[src/rtl/timestamp_capture_mc.sv]
// Multi-channel event timestamp unit.
// A free-running counter advances by a programmable increment each cycle.
// Each channel input is synchronised and edge-detected according to its edge mode.
// A detected edge is held in that channel's pending slot until it can be written
// to a first-word-fall-through (FWFT) capture FIFO.
// A separate snapshot register captures the counter when software requests it.
module timestamp_capture_mc #(
  parameter int TS_WD       = 64,
  parameter int CH_NUM      = 4,
  parameter int CH_WD       = 2,
  parameter int INC_WD      = 8,
  parameter int INC_DEFAULT = 25,
  parameter int SYNC_STAGES = 2,
  parameter int FIFO_AW     = 3
) (
  input  logic                  clk,
  input  logic                  reset,
  input  logic [CH_NUM-1:0]     iv_ch_in,
  input  logic [2*CH_NUM-1:0]   iv_edge_mode,
  input  logic [INC_WD-1:0]     iv_inc,
  input  logic                  i_inc_load,
  input  logic                  i_ts_set,
  input  logic [TS_WD-1:0]      iv_ts_set_val,
  input  logic                  i_timestamp_load,
  output logic [TS_WD-1:0]      ov_timestamp_reg,
  output logic                  o_cap_valid,
  output logic [TS_WD-1:0]      ov_cap_ts,
  output logic [CH_WD-1:0]      ov_cap_ch,
  output logic                  o_cap_edge,
  input  logic                  i_cap_ready,
  output logic [FIFO_AW:0]      ov_cap_level,
  output logic                  o_overflow,
  input  logic                  i_overflow_clr
);

  localparam int DEPTH = 2 ** FIFO_AW;
  localparam logic [FIFO_AW:0] FIFO_DEPTH = (FIFO_AW + 1)'(DEPTH);

  logic [TS_WD-1:0]   ts_cnt;
  logic [INC_WD-1:0]  inc_reg;
  logic [CH_NUM-1:0]  sync_q [SYNC_STAGES];
  logic [CH_NUM-1:0]  sync_lvl, prev_q, rise, fall, evt;
  logic [CH_NUM-1:0]  pend_vld, pend_edge, grant, ovf_hit;
  logic [TS_WD-1:0]   pend_ts [CH_NUM];
  logic               wr_any, wr_en, pop;
  logic [CH_WD-1:0]   wr_sel;
  logic [TS_WD-1:0]   mem_ts [DEPTH];
  logic [CH_WD-1:0]   mem_ch [DEPTH];
  logic [DEPTH-1:0]   mem_edge;
  logic [FIFO_AW-1:0] wr_ptr, rd_ptr;
  logic [FIFO_AW:0]   level;

  // Time counter: a preset takes priority over the increment; the sum wraps naturally.
  always_ff @(posedge clk) begin
    if (reset) ts_cnt <= '0;
    else if (i_ts_set) ts_cnt <= iv_ts_set_val;
    else ts_cnt <= ts_cnt + TS_WD'(inc_reg);
  end

  // Increment register; a loaded value is first used on the following edge.
  always_ff @(posedge clk) begin
    if (reset) inc_reg <= INC_WD'(INC_DEFAULT);
    else if (i_inc_load) inc_reg <= iv_inc;
  end

  // Snapshot register: captures the counter value from before this edge's update.
  always_ff @(posedge clk) begin
    if (reset) ov_timestamp_reg <= '0;
    else if (i_timestamp_load) ov_timestamp_reg <= ts_cnt;
  end

  // Synchroniser chain plus previous-level register for edge detection.
  always_ff @(posedge clk) begin
    if (reset) begin
      for (int s = 0; s < SYNC_STAGES; s++) sync_q[s] <= '0;
      prev_q <= '0;
    end else begin
      sync_q[0] <= iv_ch_in;
      for (int s = 1; s < SYNC_STAGES; s++) sync_q[s] <= sync_q[s-1];
      prev_q <= sync_lvl;
    end
  end

  assign sync_lvl = sync_q[SYNC_STAGES-1];
  assign rise     = sync_lvl & ~prev_q;
  assign fall     = ~sync_lvl & prev_q;

  // Qualify each edge with that channel's live edge mode.
  always_comb begin
    evt = '0;
    for (int i = 0; i < CH_NUM; i++)
      evt[i] = (rise[i] & iv_edge_mode[2*i]) | (fall[i] & iv_edge_mode[2*i+1]);
  end

  // Fixed priority: the lowest-index pending channel gets the single write slot.
  // A same-cycle pop does not create room for this cycle's write.
  always_comb begin
    wr_any = 1'b0;
    wr_sel = '0;
    for (int i = CH_NUM - 1; i >= 0; i--) begin
      if (pend_vld[i]) begin
        wr_any = 1'b1;
        wr_sel = CH_WD'(i);
      end
    end
    wr_en = wr_any && (level < FIFO_DEPTH);
    grant = '0;
    if (wr_en) grant[wr_sel] = 1'b1;
    ovf_hit = evt & pend_vld & ~grant;
  end

  // Pending slots: a new event may reuse a slot that is being drained in the same cycle.
  always_ff @(posedge clk) begin
    if (reset) begin
      pend_vld  <= '0;
      pend_edge <= '0;
      for (int i = 0; i < CH_NUM; i++) pend_ts[i] <= '0;
    end else begin
      for (int i = 0; i < CH_NUM; i++) begin
        if (evt[i] && (!pend_vld[i] || grant[i])) begin
          pend_vld[i]  <= 1'b1;
          pend_ts[i]   <= ts_cnt;
          pend_edge[i] <= rise[i];
        end else if (grant[i]) begin
          pend_vld[i] <= 1'b0;
        end
      end
    end
  end

  // Sticky overflow flag; a new loss beats a simultaneous clear.
  always_ff @(posedge clk) begin
    if (reset) o_overflow <= 1'b0;
    else if (|ovf_hit) o_overflow <= 1'b1;
    else if (i_overflow_clr) o_overflow <= 1'b0;
  end

  // FIFO storage; the contents are only visible while the FIFO is non-empty.
  always_ff @(posedge clk) begin
    if (wr_en) begin
      mem_ts[wr_ptr]   <= pend_ts[wr_sel];
      mem_ch[wr_ptr]   <= wr_sel;
      mem_edge[wr_ptr] <= pend_edge[wr_sel];
    end
  end

  assign pop = o_cap_valid & i_cap_ready;

  // FIFO pointers and occupancy.
  always_ff @(posedge clk) begin
    if (reset) begin
      wr_ptr <= '0;
      rd_ptr <= '0;
      level  <= '0;
    end else begin
      if (wr_en) wr_ptr <= wr_ptr + 1'b1;
      if (pop) rd_ptr <= rd_ptr + 1'b1;
      case ({wr_en, pop})
        2'b10:   level <= level + 1'b1;
        2'b01:   level <= level - 1'b1;
        default: level <= level;
      endcase
    end
  end

  assign o_cap_valid  = (level != '0);
  assign ov_cap_level = level;
  assign ov_cap_ts    = o_cap_valid ? mem_ts[rd_ptr] : '0;
  assign ov_cap_ch    = o_cap_valid ? mem_ch[rd_ptr] : '0;
  assign o_cap_edge   = o_cap_valid & mem_edge[rd_ptr];

endmodule

[config.mk]
export PLATFORM = sky130hd
export DESIGN_NAME = timestamp_capture_mc
export DESIGN_NICKNAME = d
export VERILOG_FILES = /design/src/rtl/timestamp_capture_mc.sv
export SDC_FILE = /design/constraint.sdc
export NUM_CORES = 1
export LEC_CHECK = 0
export ABC_AREA = 0
export CORE_MARGIN = 2
export CORE_UTILIZATION = 40
export DETAILED_ROUTE_END_ITERATION = 10
export GPL_TIMING_DRIVEN = 0
export HOLD_SLACK_MARGIN = 0.1
export PLACE_DENSITY_LB_ADDON = 0.12
export SYNTH_ARGS = -nofsm -noshare
export SYNTH_HDL_FRONTEND = slang
export SYNTH_SLANG_ARGS = --single-unit
[constraint.sdc]
create_clock -name clk -period 7.6 [get_ports clk]
set_clock_uncertainty 0.05 [all_clocks]
set_input_delay 1.52 -clock clk [delete_from_list [all_inputs] [get_ports clk]]
set_output_delay 1.52 -clock clk [all_outputs]
set_load 0.02 [all_outputs]
==> results.yml, run 1 <==
power_and_ir_drop:
  total_leakage_power_uw: 0.0158
  vdd_drop_max_v: 0.000161
  power.density_nw_per_um2: 275
  power_uw: 12900
synthesis:
  synth-main-ff-cell: "edfxtp_1"
  yosysSeqAreaShare: 0.696
  ys_warn_count: 0
  synth-edff-count: 792
  syn_area_sq_um: 39100
  ys_async_sr_fraction: 0
  syn_nets: 2663
  synth-seq-cells: 962
  ys_types: 63
  syn_area_per_cell_sq_um: 15.3
  synthCells: 2557
setup_path:
  path_max_fanout: 10
  crit_chain: "clkbuf_1 > clkbuf_1 > buf_1 > mux4_2 > mux2i_1 > nor2_1 > clkdlybuf4s50_1"
  critPathRequiredTime_ns: 6.03
  crit_type: "flip-flop to output port"
  critPathMostFrequentCell: "clkbuf_1"
  cp_slowest_cell: "buf_1"
  worstSetupStartpointType: "flip-flop"
  critPathMaxStageDelay_ns: 0.77
  endpoint_kind: "output port"
  critPathArrivalTime_ns: 4.47
sta:
  worst_slew_pin_slew_ns: 1.14
  slew_headroom: 0.233
  fin_crit_ns: 6.04
  timing.fmax_mhz: 166
  finalMaxSlewViolations: 0
  setup_viol: 0
  finalSetupTns_ns: 0
  rsz0062_at_grt: "false"
  fin_hold_ws_ns: 0.383
  period_share: 0.794
  hold_viol_final: 0
drt:
  via_count: 23100
  drtAntennaViolNets: 0
  wl_mm: 104
  drc: 0
  first_pass_iters: 9
  drt-initial-drc-count: 2043
  viasPerCell: 5.35
  wl_per_cell_um: 24.0
clock_network:
  clk_latency_ns: 0.66
  cts_resized: 0
  cts_setup_buffers: 0
  h-tree-depth: 3
  cts_buffers: 100
  cts_tree: "yes"
  path_clk_slew_ns: 0.06
  clockRootBuffer: "clkbuf_16"
  hold_buffers: 0
  cts_sinks: 962
  cts_buffer_depth: 3
grt:
  grt_overflow: 0
  globalRouteTotalUtil: 0.206
  antenna_found_initial: 7
  grt_pass1_wl_mm: 152
  grt_start_max_net_pins: 49
  grt_pass1_vias: 23800
die:
  start_util: 0.404
  core_sq_um: 96700
  die-area_sq_um: 100000
  io_pins: 228
  die_w_um: 316
  dieHeight_um: 316
  num_rows: 114
finish:
  fin_nets: 3047
  regMostFlops: "mem_ts"
  largest_reg_flops: 512
  fill_cells: 8300
  reg.largest.list: "mem_ts (512), pend_ts (256)"
  finalInstanceArea_sq_um: 47000
  stdcell_count: 4308
  syn_to_final_growth_pct: 20.2
  drive_gt1_frac: 0.121
placement:
  port-buffer-count: 226
  gp_congestion: 0.883
  dp.cells: 4115
  dpl_cell_area_sq_um: 43800
  dp_hpwl_mm: 71.7
min_path:
  min_path_type: "flip-flop to flip-flop"
status:
  outcome: "finished, final reports clean"
flow_run:
  cap_violations: 0
## cells in the mapped netlist (all sizes together) (2+ instances only)
cell type	count	area (sq um)
a21o	4	30.0
and3	8	50.1
o31a	7	61.3
o31ai	4	30.0
and2	260	1630
o21a	4	30.0
nor4b	11	96.3
nand3	19	95.1
nor4	10	62.6
and4	20	176
mux4	134	3020
a311oi	12	105
a2111oi	23	240
o21bai	3	22.5
a211oi	38	290
fa	2	40.0
or4	5	37.5
mux2i	143	1430
a221oi	2	17.5
nor2	209	785
a211o	6	52.6
o22ai	2	12.5
dfxtp	170	3400
nand2b	2	12.5
edfxtp	792	23800
nand2	182	683
inv	33	124
nor2b	28	175
xnor2	28	245
a222oi	65	651
nor3	14	70.1
o21ai	10	50.1
or2	6	37.5
clkbuf	151	567
buf	45	189
and3b	4	35.0
ha	13	163
o211ai	4	30.0
or3	8	50.1
nand4	16	100
nor3b	2	15.0
xor2	8	70.1
a21oi	41	205
## path summary, 6_finish.rpt
check	from	end	slack, ns	depth (start not counted)
max reg2reg	pend_vld[0]	mem_ts[5][47]	3.99	10
min reg2reg	sync_q[0][3]	sync_q[0][7]	0.38	1
min	sync_q[0][3]	sync_q[0][7]	0.38	1
max	flip-flop	ov_cap_ch[0]	1.56	7
## critical path: cells and delay by family (launching register included)
family        cells  cell delay, ns
flops             1            0.32
mux               2            0.97
simple gates      1            0.09
buf+inv           4            2.41
## metal layers
| layer | vias up | share of wire | track usage |
|---|---|---|---|
| li1 | 10500 | - | - |
| met1 | 11700 | 0.44 | 0.282 |
| met2 | 675 | 0.48 | 0.340 |
| met3 | 134 | 0.057 | 0.0360 |
| met4 | 6 | 0.020 | 0.0559 |
| met5 | - | 0.00032 | 0 |
## stage by stage
stage | setup WS (ns) | util
finish | 1.56 | 0.485
global route | 1.31 | 0.485
CTS | 1.34 | 0.485
detailed placement | 2.07 | 0.453
global placement | -4.51 | 0.444
floorplan | 1.24 | -
## logic make-up after synthesis
| family | count (synthesis) | synth area share |
|---|---|---|
| xor gates and xnor gates | 36 | 0.00807 |
| muxes | 277 | 0.114 |
| and+or+nand+nor | 806 | 0.106 |
| buffers and inverters | 229 | 0.0225 |
| adders and majority gates | 15 | 0.00519 |
| AOI/OAI and AO/OA | 232 | 0.0485 |
| DFF | 962 | 0.696 |
## placed cells by master, fill, tap and decap left out, types with 5 or more instances in the layout
cell type        synthesis  layout
inv_1                   33      33
nand3_1                 19      19
ha_1                    13      13
bufinv_16                0       7
nor2_1                 209     206
clkbuf_16                0     101
a222oi_1                65      65
dfxtp_1                170     170
and3_1                   8       8
clkbuf_8                 0       5
clkinv_1                 0      16
a211o_1                  6       6
mux4_2                 134     134
nor3_1                  14      10
or4_1                    5       5
clkinv_2                 0      19
nor4_1                  10       8
a21oi_1                 41      41
clkbuf_1               151     183
clkdlybuf4s50_1          0     226
a2111oi_0               18      18
xor2_1                   8       8
buf_2                    7       7
o31a_1                   7       7
nor2b_1                 28      28
mux2i_1                143     143
xnor2_1                 28      28
or3_1                    8       8
nand2_1                182     182
a311oi_1                12      12
edfxtp_1               792     792
and2_1                 255     255
buf_6                    1      38
buf_1                   36      36
nand4_1                 16      16
a211oi_1                37      37
nor4b_1                 11      11
buf_12                   0       9
o21ai_0                 10      10
and4_1                  19      19
## final cells by class
| cell class | count | area (sq um) | share of cell area |
|---|---|---|---|
| clock buffer | 138 | 2720 | 0.0579 |
| clock inverter | 51 | 457 | 0.00973 |
| sequential | 962 | 27200 | 0.579 |
| multi-input combinational | 1366 | 11100 | 0.236 |
| tap | 1276 | 1600 | 0.0340 |
| inverter | 33 | 124 | 0.00264 |
| timing repair buffer | 282 | 3040 | 0.0647 |
| antenna | 4 | 10.0 | 0.000213 |
| buffer | 196 | 756 | 0.0161 |
## power by group
| group | internal [uW] | leakage [uW] | switching, uW |
|---|---|---|---|
| clock network | 2740 | 0.00155 | 2010 |
| registers | 5930 | 0.00898 | 96.6 |
| logic | 861 | 0.00532 | 1270 |
(Power assumes the default switching activity.)
==> run 2, diff against run 1 <==
==> constraint.sdc (replaced) <==
create_clock -name clk -period 5.5 [get_ports clk]
set_clock_uncertainty 0.05 [all_clocks]
set_input_delay 1.1 -clock clk [delete_from_list [all_inputs] [get_ports clk]]
set_output_delay 1.1 -clock clk [all_outputs]
set_load 0.02 [all_outputs]
==> run 2 against run 1 <==
  * Setup slack lost 1.3 ns
  * Sequential power grew 38%
  * Highest routed layer unchanged
  * Via count grew 0.70%
  * Critical path depth is the same
  * Clock-buffer cell count shrank 8
  * Combinational power grew 39%
  * Die area is the same
  * Non-clock buffer count shrank 6
  * Clock power grew 41%
  * First-iteration DRC count grew 4.3%
  * Register-to-register slack lost 2.0 ns
  * Critical endpoint is now ov_cap_ts[2]
==> results.yml, run 2 (synthesis results as in run 1) <==
status:
  outcome: "finished, final reports clean"
die:
  die_w_um: 316
  core_sq_um: 96700
  num_rows: 114
  dieHeight_um: 316
  io_pins: 228
  start_util: 0.404
  die-area_sq_um: 100000
drt:
  drc: 0
  drtAntennaViolNets: 0
  drt-initial-drc-count: 2130
  wl_mm: 105
  wl_per_cell_um: 24.4
  via_count: 23200
  first_pass_iters: 7
  viasPerCell: 5.41
grt:
  globalRouteTotalUtil: 0.208
  grt_pass1_vias: 23900
  grt_start_max_net_pins: 53
  grt_overflow: 0
  antenna_found_initial: 6
  grt_pass1_wl_mm: 154
setup_path:
  critPathArrivalTime_ns: 4.09
  rr_endpoint: "ts_cnt[50]"
  worstSetupStartpointType: "flip-flop"
  r2r_slack_ns: 2.01
  critPathRequiredTime_ns: 4.35
  worstRegToRegCells: 10
  endpoint_kind: "output port"
  crit_type: "flip-flop to output port"
  path_max_fanout: 10
  r2r_start: "ts_cnt[0]"
flow_run:
  cap_violations: 0
clock_network:
  cts_buffer_depth: 3
  hold_buffers: 0
  cts_setup_buffers: 0
  clk_latency_ns: 0.66
  h-tree-depth: 3
  cts_tree: "yes"
  cts_buffers: 99
  cts_sinks: 962
  clockRootBuffer: "clkbuf_16"
  path_clk_slew_ns: 0.06
sta:
  rsz0062_at_grt: "false"
  finalMaxSlewViolations: 0
  period_share: 0.954
  slew_headroom: 0.175
  timing.fmax_mhz: 191
  setup_viol: 0
  fin_crit_ns: 5.24
  worst_slew_pin_slew_ns: 1.23
  hold_viol_final: 0
finish:
  post-route-util: 0.486
  stdcell_count: 4294
  fill_cells: 8301
  drive_gt1_frac: 0.121
  fin_nets: 3040
  reg.largest.list: "mem_ts (512), pend_ts (256)"
  largest_reg_flops: 512
  mostFrequentLayoutCells: "edfxtp_1 (792), and2_1 (255), clkdlybuf4s50_1 (226), nor2_1 (206), nand2_1 (182)"
  final_common_cell: "edfxtp_1"
  syn_to_final_growth_pct: 20.4
  regMostFlops: "mem_ts"
min_path:
  min_from: "sync_q[0][3]"
  holdPathStages: 1
  min_path_type: "flip-flop to flip-flop"
  min_to: "sync_q[0][7]"
placement:
  dp.cells: 4109
  dp_hpwl_mm: 72.1
  gp_congestion: 0.875
  port-buffer-count: 226
power_and_ir_drop:
  vdd_drop_max_v: 0.000223
  power.density_nw_per_um2: 382
  total_leakage_power_uw: 0.0158
  power_uw: 18000
[run 2: cell type report]
cell class / count / area (sq um) / share of cell area
tap: 1276 / 1600 / 0.0339
timing repair buffer: 276 / 3050 / 0.0649
antenna: 3 / 7.51 / 0.000160
clock inverter: 52 / 517 / 0.0110
buffer: 196 / 817 / 0.0174
clock buffer: 130 / 2670 / 0.0567
sequential: 962 / 27200 / 0.578
inverter: 33 / 124 / 0.00263
multi-input combinational: 1366 / 11100 / 0.235
[run 2: worst max path at each step]
stage,cells after the start,slack [ns],from,end
after floorplan,5,-0.86,pend_vld[0],mem_ch[4][0]
after global placement,5,-6.70,pend_vld[0],mem_ts[5][55]
after detailed placement,7,0.41,flip-flop,ov_cap_ch[0]
after CTS,7,0.10,flip-flop,ov_cap_ts[2]
after global routing,7,0.11,flip-flop,ov_cap_ts[2]
final,7,0.26,flip-flop,ov_cap_ts[2]
[run 2: timing repair]
item                                    in CTS  in global routing
hold endpoints to repair                     0                  0
endpoints found under the setup margin      64                  0
gates resized for setup                     17                  0
[run 2: metrics by stage]
step	worst slack (ns)	TNS (ns)	hold slack (ns)	cell area, sq um
6_report	0.255	0	0.385	47000
5_1_grt	0.108	0	0.416	47000
4_1_cts	0.105	0	0.387	47000
3_5_place_dp	0.411	0	0.372	43800
3_3_place_gp	-6.70	-2196.29	0.366	42900
2_1_floorplan	-0.857	-172.25	0.364	39100
[run 2: critical path, stage by stage, from the launching register on]
cell,delay (ns)
dfxtp_1,0.30
clkbuf_1,0.39
clkbuf_1,0.61
clkbuf_1,0.66
mux4_2,0.33
mux2i_1,0.07
nor2_1,0.35
clkdlybuf4s50_1,0.72
[run 2: per-layer routing]
layer,global-route usage,share of wire,wire length [um],up-vias
met5,0,0.00032,33,-
li1,-,-,-,10500
met4,0.0665,0.026,2740,6
met2,0.343,0.48,50200,785
met1,0.285,0.44,45900,11800
met3,0.0311,0.056,5860,178
[run 2: power by group]
part | internal, uW | total, uW | leakage [uW] | switching (uW)
Combinational | 1210 | 2980 | 0.00533 | 1770
Clock | 3870 | 6670 | 0.00154 | 2790
Sequential | 8190 | 8330 | 0.00898 | 136
